$ cat config.mk
export PLATFORM = sky130hd
export DESIGN_NAME = block_mac_2x2
export DESIGN_NICKNAME = d
export VERILOG_FILES = /design/src/rtl/block_mac_2x2.sv
export SDC_FILE = /design/constraint.sdc
export NUM_CORES = 2
export LEC_CHECK = 0
export ABC_AREA = 1
export BUFFER_PORTS_ARGS = -buffer_cell sky130_fd_sc_hd__buf_4
export CAP_MARGIN = 15
export CORE_ASPECT_RATIO = 0.5
export CORE_MARGIN = 4
export CORE_UTILIZATION = 51
export DETAILED_ROUTE_END_ITERATION = 8
export GPL_TIMING_DRIVEN = 0
export HOLD_SLACK_MARGIN = 0.08
export PLACE_DENSITY = 0.8
export SYNTH_ARGS = -nofsm -noshare
export SYNTH_HDL_FRONTEND = slang
export SYNTH_SLANG_ARGS = --single-unit
export TNS_END_PERCENT = 30
$ cat constraint.sdc
create_clock -name clk -period 28 [get_ports clk]
set_input_delay 5.6 -clock clk [delete_from_list [all_inputs] [get_ports clk]]
set_output_delay 5.6 -clock clk [all_outputs]
set_load 0.02 [all_outputs]
$ cat src/rtl/block_mac_2x2.sv
// block_mac_2x2
// 2x2 block multiply-accumulate responder. A rising edge on start_mac,
// seen while idle, captures the A and B operand blocks and computes C = A*B
// with one shared multiplier. The multiplier issues one product per cycle
// for 8 cycles. Results are modulo 2^data_w. The result block is presented
// with a one-cycle done_mac pulse, 10 cycles after the capture edge.
//
// Ports
//   clk                      rising-edge clock
//   rst                      asynchronous active-high reset
//   start_mac                request; only a 0->1 transition while idle starts
//   a_11..a_22, b_11..b_22   operand blocks, sampled at the capture edge
//   c_11..c_22               registered result block, held until the next done
//   done_mac                 one-cycle pulse when c_* update
//   busy                     high from the capture edge through the done cycle
//
// state | meaning
// ------+-----------------------------------------------------------
// IDLE  | waiting for a start edge; results and done pulse settle
// MUL   | idx 0..7, one product per cycle into p
// DRAIN | last product folds into its accumulator
// DONE  | accumulators copied to c_*, done_mac pulsed
module block_mac_2x2 #(
  parameter int data_w = 32
) (
  input  logic              clk,
  input  logic              rst,
  input  logic              start_mac,
  input  logic [data_w-1:0] a_11,
  input  logic [data_w-1:0] a_12,
  input  logic [data_w-1:0] a_21,
  input  logic [data_w-1:0] a_22,
  input  logic [data_w-1:0] b_11,
  input  logic [data_w-1:0] b_12,
  input  logic [data_w-1:0] b_21,
  input  logic [data_w-1:0] b_22,
  output logic [data_w-1:0] c_11,
  output logic [data_w-1:0] c_12,
  output logic [data_w-1:0] c_21,
  output logic [data_w-1:0] c_22,
  output logic              done_mac,
  output logic              busy
);

  typedef enum logic [1:0] {IDLE, MUL, DRAIN, DONE} state_t;

  state_t            state;
  logic              start_q;
  logic [2:0]        idx;
  logic [data_w-1:0] opa [4];   // a_11, a_12, a_21, a_22
  logic [data_w-1:0] opb [4];   // b_11, b_12, b_21, b_22
  logic [data_w-1:0] acc [4];   // acc11, acc12, acc21, acc22
  logic [data_w-1:0] p;
  logic [1:0]        p_tgt;
  logic              p_vld;

  logic              trigger;
  logic [data_w-1:0] a_sel;
  logic [data_w-1:0] b_sel;
  logic [data_w-1:0] prod;

  assign trigger = start_mac & ~start_q;

  // Issue order: idx[2] picks the A row, idx[1] picks the B column, and
  // idx[0] walks the inner dimension. The target accumulator is {row, col},
  // so it equals idx[2:1].
  assign a_sel = opa[{idx[2], idx[0]}];
  assign b_sel = opb[{idx[0], idx[1]}];
  // Self-determined width keeps only the low data_w bits of the product.
  assign prod  = a_sel * b_sel;

  always_ff @(posedge clk or posedge rst) begin
    if (rst) begin
      state    <= IDLE;
      start_q  <= 1'b0;
      idx      <= '0;
      p        <= '0;
      p_tgt    <= '0;
      p_vld    <= 1'b0;
      for (int i = 0; i < 4; i++) begin
        opa[i] <= '0;
        opb[i] <= '0;
        acc[i] <= '0;
      end
      c_11     <= '0;
      c_12     <= '0;
      c_21     <= '0;
      c_22     <= '0;
      done_mac <= 1'b0;
      busy     <= 1'b0;
    end else begin
      start_q <= start_mac;

      // The product issued last cycle lands one cycle later.
      if (p_vld) begin
        acc[p_tgt] <= acc[p_tgt] + p;
      end

      case (state)
        IDLE: begin
          done_mac <= 1'b0;
          p_vld    <= 1'b0;
          busy     <= trigger;
          if (trigger) begin
            opa[0] <= a_11;
            opa[1] <= a_12;
            opa[2] <= a_21;
            opa[3] <= a_22;
            opb[0] <= b_11;
            opb[1] <= b_12;
            opb[2] <= b_21;
            opb[3] <= b_22;
            for (int i = 0; i < 4; i++) begin
              acc[i] <= '0;
            end
            idx   <= '0;
            state <= MUL;
          end
        end
        MUL: begin
          p     <= prod;
          p_tgt <= idx[2:1];
          p_vld <= 1'b1;
          idx   <= idx + 3'd1;
          if (idx == 3'd7) begin
            state <= DRAIN;
          end
        end
        DRAIN: begin
          p_vld <= 1'b0;
          state <= DONE;
        end
        DONE: begin
          c_11     <= acc[0];
          c_12     <= acc[1];
          c_21     <= acc[2];
          c_22     <= acc[3];
          done_mac <= 1'b1;
          state    <= IDLE;
        end
        default: state <= IDLE;
      endcase
    end
  end

endmodule

==> impl_metrics.py <==
metrics = {
    "clocking": {
        "clock_path_buffers": 3,
        "cts_resized": 0,
        "cts_root_buf": "clkbuf_16",
        "clkTransAtPathRegs_ns": 0.07,
        "cts_sinks": 555,
        "postCtsSetupBuffers": 0,
        "h-tree-depth": 2,
        "clock_latency_ns": 0.64,
        "cts_tree": "yes",
        "cts_buffers": 48,
        "cts_hold_buf": 0,
    },
    "critical_path": {
        "cp_max_fo": 10,
        "critical_path_class": "reg -> reg",
        "start_kind": "flop",
        "worst_setup_path_end_kind": "flop",
        "reg2reg_depth": 32,
        "crit_required_ns": 28.51,
        "r2r_start": "idx[2]",
        "arrival_ns": 10.60,
        "critical_path.startpoint": "idx[2]",
        "critical_path.endpoint": "p[31]",
        "critical_path.max_stage_delay_ns": 0.69,
        "cpMaxStageDelayCell": "fa_1",
        "reg2reg_to": "p[31]",
        "cpMostUsedCell": "fa_1",
        "r2r_setup_slack_ns": 17.92,
    },
    "sta": {
        "hold_ws_ns": 0.479,
        "report.final.slew_viol_count": 0,
        "finalSetupViolCount": 0,
        "rsz0062_at_grt": "no",
        "min_period_over_period": 0.360,
        "skew_ns": 0.0382,
        "tns_ns": 0,
        "fin_crit_ns": 10.08,
        "finalHoldViolCount": 0,
        "maxSlewHeadroom": 0.120,
        "max_slew.worst_pin.slew_ns": 1.31,
        "max_freq_mhz": 99.2,
    },
    "global_route": {
        "grt_overflow_total": 0,
        "grt_pass1_wl_um": 228000,
        "grt_usage": 0.347,
        "grt_max_degree": 101,
        "antenna_found_initial": 0,
        "first_global_vias": 38800,
    },
    "synth": {
        "async_reset_ff_frac": 1.00,
        "synth_top_cell_by_area": "dfrtp_1",
        "synth_area_leaders": "dfrtp_1 (33%), fa_1 (20%), nand2_1 (15%)",
        "yosysWarnings": 0,
        "synth-edff-count": 0,
        "synthFlopType": "dfrtp_1",
        "syn_area_per_cell_um2": 8.04,
        "syn_inst": 5168,
        "netlist-cell-type-count": 51,
        "syn_nets": 5997,
        "ys_ff_latch": 555,
        "netlist_area_um2": 41500,
        "synth_top_area_frac": 0.334,
        "ys_seq_area_frac": 0.334,
    },
    "final_layout": {
        "layout.nets": 6441,
        "seq_area_um2": 13900,
        "finalInstanceArea_um2": 47800,
        "diodes": 0,
        "syn2layout_area_growth_pct": 15.0,
        "filler_cell_count": 7079,
        "drive_above_1_share": 0.103,
        "multiInputGateArea_um2": 23500,
    },
    "place": {
        "portBuffers": 388,
        "place.gp.congestion": 1.02,
        "dpl_cell_area_um2": 46000,
        "dp_hpwl_um": 119000,
    },
    "route": {
        "num_vias": 38500,
        "ant_nets": 0,
        "wl_per_cell_um": 22.3,
        "first_pass_iters": 7,
        "routed_wl_um": 150000,
        "detail_route.iter0.violations": 4587,
        "viasPerCell": 5.71,
        "drcViolationCount": 0,
    },
    "floorplanning": {
        "core_area_um2": 80000,
        "rows": 73,
        "die_w_um": 412,
        "start_util": 0.519,
        "boundaryPins": 389,
        "dieArea_um2": 86300,
        "die_h_um": 210,
    },
    "min_path": {
        "holdPathStages": 2,
        "hp-class": "reg -> reg",
    },
    "run_status": {
        "outcome": "finished clean",
    },
    "flow_run": {
        "drv_cap": 0,
    },
}
-- layout make-up --
| class | count | share of cell area |
|---|---|---|
| plain buffers | 234 | 0.0226 |
| inverters | 807 | 0.0637 |
| repair buffers | 394 | 0.0644 |
| clock inverters | 32 | 0.0107 |
| multi-input cells | 3572 | 0.492 |
| well taps | 1087 | 0.0285 |
| flip-flops and latches | 555 | 0.291 |
| clock buffers | 58 | 0.0270 |
-- worst min-delay path by stage --
stage	slack, ns	start	to
after CTS	0.48	c_11[0]	c_11[0]
after detailed placement	0.46	c_11[0]	c_11[0]
after floorplan	0.44	opa[127]	opa[127]
after global placement	0.46	c_12[11]	c_12[11]
final	0.48	c_11[1]	c_11[1]
after global routing	0.49	c_12[28]	c_12[28]
-- layout by cell type, fill, tap and decap left out, types with 19 or more instances in the layout --
| master | netlist | routed |
|---|---|---|
| nand2_1 | 1672 | 1672 |
| inv_1 | 780 | 779 |
| dfrtp_1 | 555 | 555 |
| fa_1 | 409 | 409 |
| buf_4 | 16 | 404 |
| nor2_1 | 377 | 377 |
| o21ai_0 | 304 | 304 |
| nand3_1 | 191 | 191 |
| clkbuf_1 | 174 | 179 |
| ha_1 | 161 | 161 |
| a21oi_1 | 107 | 107 |
| o211ai_1 | 62 | 62 |
| clkbuf_16 | 0 | 48 |
| o221ai_1 | 33 | 33 |
| a22oi_1 | 32 | 32 |
| xor2_1 | 27 | 27 |
| o21bai_1 | 26 | 26 |
| xnor2_1 | 25 | 25 |
| buf_2 | 19 | 19 |
-- logic make-up after synthesis --
logic type	synth area share
compound gates	0.0897
fa+ha+maj	0.246
flops	0.334
simple gates	0.220
xor+xnor	0.0110
buf+inv	0.0991
-- metal layers --
metal | GRT usage | routed length, um
met3 | 0.110 | 19000
met1 | 0.451 | 56800
met4 | 0.162 | 8590
met2 | 0.531 | 66000
met5 | 0 | 67
-- cell usage after synthesis (all sizes together), types with 4 or more instances --
master / n
nand2: 1690
inv: 794
dfrtp: 555
fa: 409
nor2: 381
o21ai: 320
nand3: 192
clkbuf: 175
ha: 161
a21oi: 107
o211ai: 62
buf: 59
o221ai: 33
a22oi: 32
xor2: 27
o21bai: 26
xnor2: 25
nor3: 15
a31oi: 14
clkinv: 13
or2: 13
nand4: 11
a21o: 10
nand3b: 10
a21boi: 8
a221oi: 7
o21a: 7
nor4: 4
-- through the flow --
| step | std cells | setup WS (ns) | utilization |
|---|---|---|---|
| final | 6739 | 17.92 | 0.597 |
| after detailed placement | 6649 | 18.35 | 0.575 |
| after global placement | 6643 | 1.76 | 0.572 |
| after global routing | 6739 | 17.64 | 0.597 |
| after floorplan | 5168 | 6.88 | - |
| after CTS | 6739 | 18.35 | 0.597 |
-- flip-flops by register name (all words and copies together) (netlist names) --
signal / count
p: 32
opb: 128
p_vld: 1
c_21: 32
c_22: 32
c_12: 32
done_mac: 1
busy: 1
opa: 128
start_q: 1
c_11: 32
state: 2
p_tgt: 2
idx: 3
acc: 128
-- worst max-delay path, delay by kind of cell (launching register included) --
| family | cells | cell delay, ns |
|---|---|---|
| buffers and inverters | 9 | 2.79 |
| and+or+nand+nor | 14 | 2.59 |
| adders and majority gates | 9 | 4.19 |
| DFF | 1 | 0.41 |
Power is left out: the tool's default activity adds up to more than one toggle a clock period on the data nets, which glitch-free logic cannot reach.
